`src/rtl/dmem_pkg.sv`:
```
// Shared types and sizing helpers for the handshaked data memory.
// Pulled in by dmem_array and dmem_handshake via import dmem_pkg::*.
package dmem_pkg;

    typedef enum logic [1:0] {
        IDLE = 2'd0,
        BUSY = 2'd1,
        RESP = 2'd2
    } dmem_state_e;

    localparam int BYTE_W = 8;

    // Number of byte-offset bits inside one memory word.
    function automatic int off_w(input int data_w);
        return $clog2(data_w / BYTE_W);
    endfunction

    // Latency counter width; always wide enough to hold LATENCY-1.
    function automatic int cnt_w(input int latency);
        return $clog2(latency) + 1;
    endfunction

endpackage

```
`src/rtl/dmem_array.sv`:
```
// DEPTH x DATA_W storage with per-byte write enable and a registered read port.
// rdata only changes on a read access, so it holds steady while a response waits.
module dmem_array
    import dmem_pkg::*;
#(
    parameter  int DATA_W = 32,
    parameter  int DEPTH  = 64,
    localparam int AW     = (DEPTH > 1) ? $clog2(DEPTH) : 1,
    localparam int BE_W   = DATA_W / BYTE_W
) (
    input  logic              clk,
    input  logic              en,
    input  logic              we,
    input  logic [AW-1:0]     idx,
    input  logic [DATA_W-1:0] wdata,
    input  logic [BE_W-1:0]   be,
    output logic [DATA_W-1:0] rdata
);

    logic [DATA_W-1:0] mem [DEPTH];

    always_ff @(posedge clk) begin
        if (en) begin
            if (we) begin
                for (int i = 0; i < BE_W; i++) begin
                    if (be[i]) begin
                        mem[idx][i*BYTE_W +: BYTE_W] <= wdata[i*BYTE_W +: BYTE_W];
                    end
                end
            end else begin
                rdata <= mem[idx];
            end
        end
    end

endmodule

```
`src/rtl/dmem_handshake.sv`:
```
// Word-organised data memory behind a valid/ready request/response handshake.
// Optional statistics counters are built when DMEM_STATS_EN is defined.
module dmem_handshake
    import dmem_pkg::*;
#(
    parameter int DATA_W  = 32,
    parameter int ADDR_W  = 32,
    parameter int DEPTH   = 64,
    parameter int LATENCY = 2
`ifdef DMEM_STATS_EN
    ,
    parameter int STAT_W  = 16
`endif
) (
    input  logic                   clk,
    input  logic                   rst_n,
    input  logic                   req_valid,
    output logic                   req_ready,
    input  logic                   req_we,
    input  logic [ADDR_W-1:0]      req_addr,
    input  logic [DATA_W-1:0]      req_wdata,
    input  logic [DATA_W/8-1:0]    req_be,
    output logic                   rsp_valid,
    input  logic                   rsp_ready,
    output logic [DATA_W-1:0]      rsp_rdata,
    output logic                   rsp_err
`ifdef DMEM_STATS_EN
    ,
    output logic [STAT_W-1:0]      stat_reads,
    output logic [STAT_W-1:0]      stat_writes,
    output logic [STAT_W-1:0]      stat_errors
`endif
);

    localparam int OFF_W = off_w(DATA_W);
    localparam int BE_W  = DATA_W / BYTE_W;
    localparam int IDX_W = ADDR_W - OFF_W;
    localparam int AW    = (DEPTH > 1) ? $clog2(DEPTH) : 1;
    localparam int CNT_W = cnt_w(LATENCY);

    localparam logic [IDX_W-1:0] DEPTH_L   = IDX_W'(DEPTH);
    localparam logic [CNT_W-1:0] CNT_START = CNT_W'(LATENCY - 1);

    dmem_state_e       state, state_d;
    logic [CNT_W-1:0]  cnt, cnt_d;
    logic              accept, access;
    logic              err_acc;
    logic              arr_en;
    logic [IDX_W-1:0]  widx;
    logic [DATA_W-1:0] arr_rdata;
    logic              req_ready_q;
    logic              rsp_err_q;
    logic              rd_sel_q;

    // Request latched at the accept edge
    logic              we_p0;
    logic [ADDR_W-1:0] addr_p0;
    logic [DATA_W-1:0] wdata_p0;
    logic [BE_W-1:0]   be_p0;

    assign widx    = addr_p0[ADDR_W-1:OFF_W];
    assign err_acc = (addr_p0[OFF_W-1:0] != '0) || (widx >= DEPTH_L);
    assign arr_en  = access && !err_acc;

    always_comb begin
        state_d = state;
        cnt_d   = cnt;
        accept  = 1'b0;
        access  = 1'b0;
        case (state)
            IDLE: begin
                if (req_valid && req_ready_q) begin
                    accept  = 1'b1;
                    cnt_d   = CNT_START;
                    state_d = BUSY;
                end
            end
            BUSY: begin
                if (cnt != '0) begin
                    cnt_d = cnt - 1'b1;
                end else begin
                    access  = 1'b1;
                    state_d = RESP;
                end
            end
            RESP: begin
                if (rsp_ready) begin
                    state_d = IDLE;
                end
            end
            default: state_d = IDLE;
        endcase
    end

    always_ff @(posedge clk or negedge rst_n) begin
        if (!rst_n) begin
            state       <= IDLE;
            cnt         <= '0;
            req_ready_q <= 1'b0;
            rsp_err_q   <= 1'b0;
            rd_sel_q    <= 1'b0;
        end else begin
            state       <= state_d;
            cnt         <= cnt_d;
            // Registered so a retiring response blocks acceptance for that cycle
            req_ready_q <= (state_d == IDLE);
            if (access) begin
                rsp_err_q <= err_acc;
                rd_sel_q  <= !we_p0 && !err_acc;
            end
        end
    end

    always_ff @(posedge clk) begin
        if (accept) begin
            we_p0    <= req_we;
            addr_p0  <= req_addr;
            wdata_p0 <= req_wdata;
            be_p0    <= req_be;
        end
    end

    // Access stage: storage commit / registered read
    dmem_array #(
        .DATA_W (DATA_W),
        .DEPTH  (DEPTH)
    ) u_array (
        .clk   (clk),
        .en    (arr_en),
        .we    (we_p0),
        .idx   (widx[AW-1:0]),
        .wdata (wdata_p0),
        .be    (be_p0),
        .rdata (arr_rdata)
    );

    assign req_ready = req_ready_q;
    assign rsp_valid = (state == RESP);
    assign rsp_err   = rsp_err_q;
    assign rsp_rdata = rd_sel_q ? arr_rdata : '0;

`ifdef DMEM_STATS_EN
    function automatic logic [STAT_W-1:0] sat_inc(input logic [STAT_W-1:0] v);
        return (&v) ? v : v + 1'b1;
    endfunction

    always_ff @(posedge clk or negedge rst_n) begin
        if (!rst_n) begin
            stat_reads  <= '0;
            stat_writes <= '0;
            stat_errors <= '0;
        end else if (access) begin
            if (err_acc) begin
                stat_errors <= sat_inc(stat_errors);
            end else if (we_p0) begin
                stat_writes <= sat_inc(stat_writes);
            end else begin
                stat_reads  <= sat_inc(stat_reads);
            end
        end
    end
`endif

endmodule

```
`config.mk`:
```
export PLATFORM = sky130hd
export DESIGN_NAME = dmem_handshake
export DESIGN_NICKNAME = d
export VERILOG_FILES = /design/src/rtl/dmem_pkg.sv /design/src/rtl/dmem_array.sv /design/src/rtl/dmem_handshake.sv
export SDC_FILE = /design/constraint.sdc
export NUM_CORES = 2
export LEC_CHECK = 0
export CAP_MARGIN = 25
export CORE_UTILIZATION = 61
export CTS_CLUSTER_DIAMETER = 60
export CTS_CLUSTER_SIZE = 20
export DETAILED_ROUTE_END_ITERATION = 7
export GPL_TIMING_DRIVEN = 1
export PLACE_DENSITY = 0.78
export SLEW_MARGIN = 40
export SYNTH_ARGS = -nofsm -noshare
export SYNTH_HDL_FRONTEND = slang
export SYNTH_SLANG_ARGS = --single-unit
```
`constraint.sdc`:
```
create_clock -name clk -period 9.3 [get_ports clk]
set_input_delay 1.86 -clock clk [delete_from_list [all_inputs] [get_ports clk]]
set_output_delay 1.86 -clock clk [all_outputs]
set_load 0.02 [all_outputs]
```
# Yosys cells after proc, flatten, opt, wreduce, memory -nomap -nowiden
# Memory sizes are Yosys's and may differ from the RTL's. A register that Yosys moved wholly into a read port is not among the register bits.
# Index checks and enable logic that the tools add are counted.
[word_totals]
in_bits = 73
wordCells = 58
mem_count = 1
mem_bits_rw = 2048
output_inout_bits = 35
ff_bits = 76
[memory_table]
columns = ["name", "depth", "width", "rd", "rd_ports_with_merged_regs", "write_ports", "line", "text"]
rows = [
  ["u_array.mem", 64, 32, 1, 1, 1, "dmem_array.sv:20", "logic [DATA_W-1:0] mem [DEPTH];"],
]
[op_classes]
bitwise_logic = 1
eq_ne = 4
reduce_logical = 13
add_sub_neg = 1
mux = 28
order_cmp = 1
[op_table]
columns = ["cell", "n"]
rows = [
  ["32-bit 2-to-1 mux", 1],
  ["30-bit by 7-bit >= comparator with 1-bit output, second input constant", 1],
  ["1-bit 2-to-1 mux", 20],
  ["2-bit 2-to-1 mux", 5],
  ["2-bit case mux with 3 select lines", 1],
  ["2-bit nonzero test", 3],
  ["2-bit zero test", 2],
  ["2-bit inequality test, second input constant", 2],
  ["2-bit case mux with 2 select lines", 1],
  ["1-bit logical AND", 3],
  ["3-bit AND reduction", 1],
  ["2-bit by 1-bit == test with 1-bit output, second input constant", 1],
  ["2-bit == test, second input constant", 1],
  ["1-bit zero test", 2],
  ["2-bit AND reduction", 1],
  ["2-bit by 1-bit subtractor with 2-bit output, second input constant", 1],
  ["1-bit logical OR", 1],
  ["1-bit NOT", 1],
]

# Depth between registers and ports, before layout
[logic_depth]
ltp_word = 6
mapped_depth = 10
ltp_nobuf = 7

# Cells and area by module
# From an unflattened synthesis, not the netlist that was laid out.
[unflattened]
cells_unflattened = 4811
hier_area_um2 = 82310.2
[modules_own_cells]
columns = ["mod", "seq_area_each_um2", "cells_per_inst", "area_each_um2", "instances"]
rows = [
  ["dmem_array", 62459.9, 4670, 79657.6, 1],
  ["dmem_handshake", 2247.2, 141, 2652.5, 1],
]

# Worst setup path after synthesis
# OpenSTA, ideal clock, no wires.
[synth_path]
path_kind = "input to register"
from = "in req_valid"
to = "reg addr_p0[0], enable pin"
path_slack_ns = 5.558
stages = 2
required_ns = 8.877
setup_ns = 0.423
path_buffers = 0
arrival_time_ns = 3.320
path_cell_list = "nand3_1 inv_1"
[synth_via]
elab_chain_len = 3
[synth_lines]
columns = ["item", "line", "text"]
rows = [
  ["start: declaration", "dmem_handshake.sv:17", "input logic req_valid,"],
  ["1-bit logical AND", "dmem_handshake.sv:72", "if (req_valid && req_ready_q) begin"],
  ["1-bit 2-to-1 mux", "dmem_handshake.sv:72", ""],
  ["1-bit 2-to-1 mux", "dmem_handshake.sv:70", "case (state)"],
  ["net accept", "dmem_handshake.sv:46", "logic accept, access;"],
  ["end signal: assignment", "dmem_handshake.sv:117", "addr_p0 <= req_addr;"],
  ["end: declaration", "dmem_handshake.sv:57", "logic [ADDR_W-1:0] addr_p0;"],
]
# The timed path passes the listed nets, and every way through them passes these cells.
# A chain may end at the register's enable or synchronous reset.

# Worst setup path in the final report
[layout_path]
from = "reg rd_sel_q"
to = "out rsp_rdata[7]"
[layout_via]
elab_chain_len = 1
[layout_lines]
columns = ["item", "line", "text"]
rows = [
  ["start: declaration", "dmem_handshake.sv:53", "logic rd_sel_q;"],
  ["start signal: assignment", "dmem_handshake.sv:109", "rd_sel_q <= !we_p0 && !err_acc;"],
  ["32-bit 2-to-1 mux", "dmem_handshake.sv:140", "assign rsp_rdata = rd_sel_q ? arr_rdata : '0;"],
  ["end: declaration", "dmem_handshake.sv:25", "output logic [DATA_W-1:0] rsp_rdata,"],
]
# No other way between the ends.

==> impl_metrics.py <==
metrics = {
    "worst_setup_path": {
        "arrival_ns": 2.61,
        "worstPathCellList": "buf_4 -> and2_1 -> clkdlybuf4s50_1",
        "timing.critical_path.slowest_stage_cell": "sky130_fd_sc_hd__clkdlybuf4s50_1",
        "timing.critical_path.from": "rd_sel_q",
        "ff2ff_setup_slack_ns": 4.99,
        "worst_setup_path_endpoint": "rsp_rdata[7]",
        "start_kind": "flop",
        "critPathKind": "reg -> out",
        "worstReg2RegEnd": "u_array.rdata[30]",
        "worstReg2RegStart": "addr_p0[2]",
        "worst_r2r_path_depth": 8,
        "crit_required_ns": 7.44,
        "critical-path-max-stage-delay_ns": 0.67,
        "worstSetupEndpointType": "output pin",
        "timing.critical_path.fanout_max": 33,
    },
    "synthesis": {
        "synth.ff_latch_count": 2156,
        "synthesis.instances": 4407,
        "synth-seq-area-share": 0.778,
        "most_used_standard_cell_by_instance_count_after_synthesis": "sky130_fd_sc_hd__edfxtp_1",
        "synth_compound_area_frac": 0.0538,
        "synth_area_per_cell_um2": 18.9,
        "yosys.area_share.adder": 0.000150,
        "synth_top_family_by_area": "multiplexers",
        "synth.top_cells.by_count": "sky130_fd_sc_hd__edfxtp_1, sky130_fd_sc_hd__mux2i_1, sky130_fd_sc_hd__nor2_1",
        "synth_async_sr_flop_share": 0.00325,
        "syn-num-nets": 4481,
        "synthesis.area_um2": 83200,
        "yosys-top-cells-area": "sky130_fd_sc_hd__edfxtp_1, sky130_fd_sc_hd__mux4_2, sky130_fd_sc_hd__mux2i_1",
        "count_of_flip_flops_with_a_built_in_enable_after_synthesis": 2149,
        "number_of_synthesis_warnings": 0,
        "yosys.area_share.xor_xnor": 0,
        "synth.top_cell.area_share": 0.776,
        "yosys-mux-area-fraction": 0.114,
        "post_synth_num_cell_types": 52,
        "synthFlopType": "sky130_fd_sc_hd__edfxtp_1",
        "synth_top_cell_by_area": "sky130_fd_sc_hd__edfxtp_1",
        "synth_simple_gate_area_frac": 0.0390,
    },
    "clock_tree": {
        "post_cts_hold_buffer_count": 0,
        "clkLatencyLatePin_ns": 0.81,
        "cts.htree.levels": 4,
        "cts_sinks": 2156,
        "cts_tree": "built",
        "postCtsSetupRepairBufs": 0,
        "number_of_cts_inserted_buffers": 133,
        "bufs_on_longest_clock_path": 3,
        "ctsRootBufferMaster": "sky130_fd_sc_hd__clkbuf_16",
        "cts.repair.resized": 0,
        "clkTransAtPathRegs_ns": 0.08,
    },
    "floorplanning": {
        "total_i_o_pin_count": 108,
        "initial_core_util": 0.614,
        "fp.dieH_um": 371,
        "design.die.area_um2": 138000,
        "fp.coreArea_um2": 135000,
        "fp-row-count": 135,
        "die_width_um": 371,
    },
    "layout": {
        "layout.nets": 4520,
        "fillcell_total": 8507,
        "layout.area.seq_um2": 64700,
        "post_route_cells_drive_above_1_share": 0.155,
        "area_growth_pct": 8.66,
        "layout.cell_area.non_filler_um2": 90400,
        "final_core_utilization": 0.667,
        "multiInputGateArea_um2": 17500,
    },
    "grt": {
        "grt_remaining_overflow": 0,
        "grt.total_usage": 0.306,
        "grt_start_max_net_pins": 120,
        "grt_pass1_vias": 42300,
        "grt_antenna_before_repair": 7,
        "grt_pass1_wl_mm": 297,
    },
    "drt": {
        "drc": 0,
        "firstDrtPassIters": 6,
        "ant_nets": 0,
        "routed_wl_mm": 210,
        "drt_iter0_markers": 7485,
        "wl_per_cell_um": 33.4,
        "drt-vias-per-instance": 7.00,
        "route.vias.total": 44000,
    },
    "sta": {
        "clock-skew-final_ns": 0.0447,
        "fin_crit_sh": 0.481,
        "maxSlewViolCount": 0,
        "final.min_clock_period_ns": 4.47,
        "max_freq_ghz": 0.224,
        "tns_ns": 0,
        "maxSlewHeadroom": 0.319,
        "report.final.setup_viol": 0,
        "setup_slack_ns": 4.83,
        "worstMarginPinSlew_ns": 1.02,
        "finalHoldViolCount": 0,
        "grt_setup_unrepaired": "false",
    },
    "placed_design": {
        "port_buffers": 107,
        "post_dp_cell_area_um2": 86100,
        "pre_cts_slack_ns": 4.87,
        "hpwl_mm": 125,
        "gp_congestion": 0.893,
    },
    "flow_run": {
        "max_cap_viol_count": 0,
    },
    "hold_path": {
        "worst_hold_path_type": "reg -> reg",
    },
    "outcome": {
        "status": "completed",
    },
    "power_and_ir_drop": {
        "power_density_nw_per_um2": 229,
        "vdd_drop_max_uv": 204,
        "cellLeakagePower_nw": 28.1,
        "finalPower_w": 0.0207,
    },
}
-- routing by layer --
| metal | GRT usage | vias up | part of all wire |
|---|---|---|---|
| met3 | 0.0704 | 501 | 0.12 |
| met1 | 0.426 | 22400 | 0.36 |
| met4 | 0.161 | 15 | 0.059 |
| li1 | - | 18000 | - |
| met5 | 0.00874 | - | 0.0016 |
| met2 | 0.457 | 3118 | 0.46 |
-- cell type report --
class | instances | share of cell area
Inverter | 7 | 0.000388
Multi-Input combinational cell | 1952 | 0.194
Tap cell | 1781 | 0.0246
Clock buffer | 156 | 0.0401
Antenna cell | 5 | 0.000138
Sequential cell | 2156 | 0.716
Timing Repair Buffer | 196 | 0.0213
Clock inverter | 30 | 0.00386
-- metrics by stage --
| stage | hold WS [ns] | instances |
|---|---|---|
| 3_3_place_gp | 0.481 | 6085 |
| 4_1_cts | 0.514 | 6273 |
| 6_report | 0.511 | 6283 |
| 2_1_floorplan | 0.466 | 4407 |
| 5_1_grt | 0.537 | 6278 |
| 3_5_place_dp | 0.496 | 6087 |
-- how the worst min path moves through the flow --
stage	startpoint	endpoint	cells past startpoint	slack (ns)
6_report	cnt[1]	cnt[1]	1	0.51
5_1_grt	cnt[0]	cnt[0]	2	0.54
4_1_cts	cnt[1]	cnt[1]	1	0.51
3_5_place_dp	cnt[1]	cnt[1]	1	0.50
3_3_place_gp	cnt[0]	cnt[0]	2	0.48
2_1_floorplan	cnt[0]	cnt[0]	2	0.47
-- logic make-up (layout without fill, tap and decap cells) --
family / Yosys count / count (layout)
AOI/OAI and AO/OA: 631 / 631
adders and majority gates: 1 / 1
and+or+nand+nor: 684 / 684
DFF: 2156 / 2156
buffers and inverters: 299 / 389
muxes: 636 / 636
other: 0 / 5
-- critical path, delay by kind of cell, from the launching register on --
family / cells / cell delay (ns)
buffers and inverters: 2 / 1.01
AND/OR/NAND/NOR: 1 / 0.40
flip-flops: 1 / 0.33
-- cell usage in the layout, fill, tap and decap left out, types with 56 or more instances in the layout --
| cell type | instances |
|---|---|
| sky130_fd_sc_hd__a211oi_1 | 56 |
| sky130_fd_sc_hd__a21oi_1 | 66 |
| sky130_fd_sc_hd__a221oi_1 | 123 |
| sky130_fd_sc_hd__a22o_1 | 57 |
| sky130_fd_sc_hd__buf_4 | 64 |
| sky130_fd_sc_hd__clkbuf_16 | 143 |
| sky130_fd_sc_hd__clkdlybuf4s50_1 | 107 |
| sky130_fd_sc_hd__edfxtp_1 | 2149 |
| sky130_fd_sc_hd__mux2i_1 | 375 |
| sky130_fd_sc_hd__mux4_2 | 245 |
| sky130_fd_sc_hd__nand2_1 | 82 |
| sky130_fd_sc_hd__nand3_1 | 65 |
| sky130_fd_sc_hd__nor2_1 | 262 |
| sky130_fd_sc_hd__nor2_2 | 94 |
| sky130_fd_sc_hd__o21ai_0 | 69 |
| sky130_fd_sc_hd__o22ai_1 | 178 |
| sky130_fd_sc_hd__or3b_2 | 57 |
-- state kept, by name (all words and copies together), names as in the netlist --
signal / flops
be_p0: 4
u_array.mem: 2048
rd_sel_q: 1
cnt: 2
addr_p0: 32
u_array.rdata: 32
req_ready: 1
rsp_err: 1
state: 2
wdata_p0: 32
we_p0: 1
-- power by group --
part | internal [W] | leakage [nW] | total [W] | switching (W)
Combinational | 0.00108 | 6.72 | 0.00341 | 0.00232
Sequential | 0.0112 | 19.4 | 0.0113 | 0.0000408
Clock | 0.00293 | 1.93 | 0.00601 | 0.00308
(Power assumes the default switching activity.)
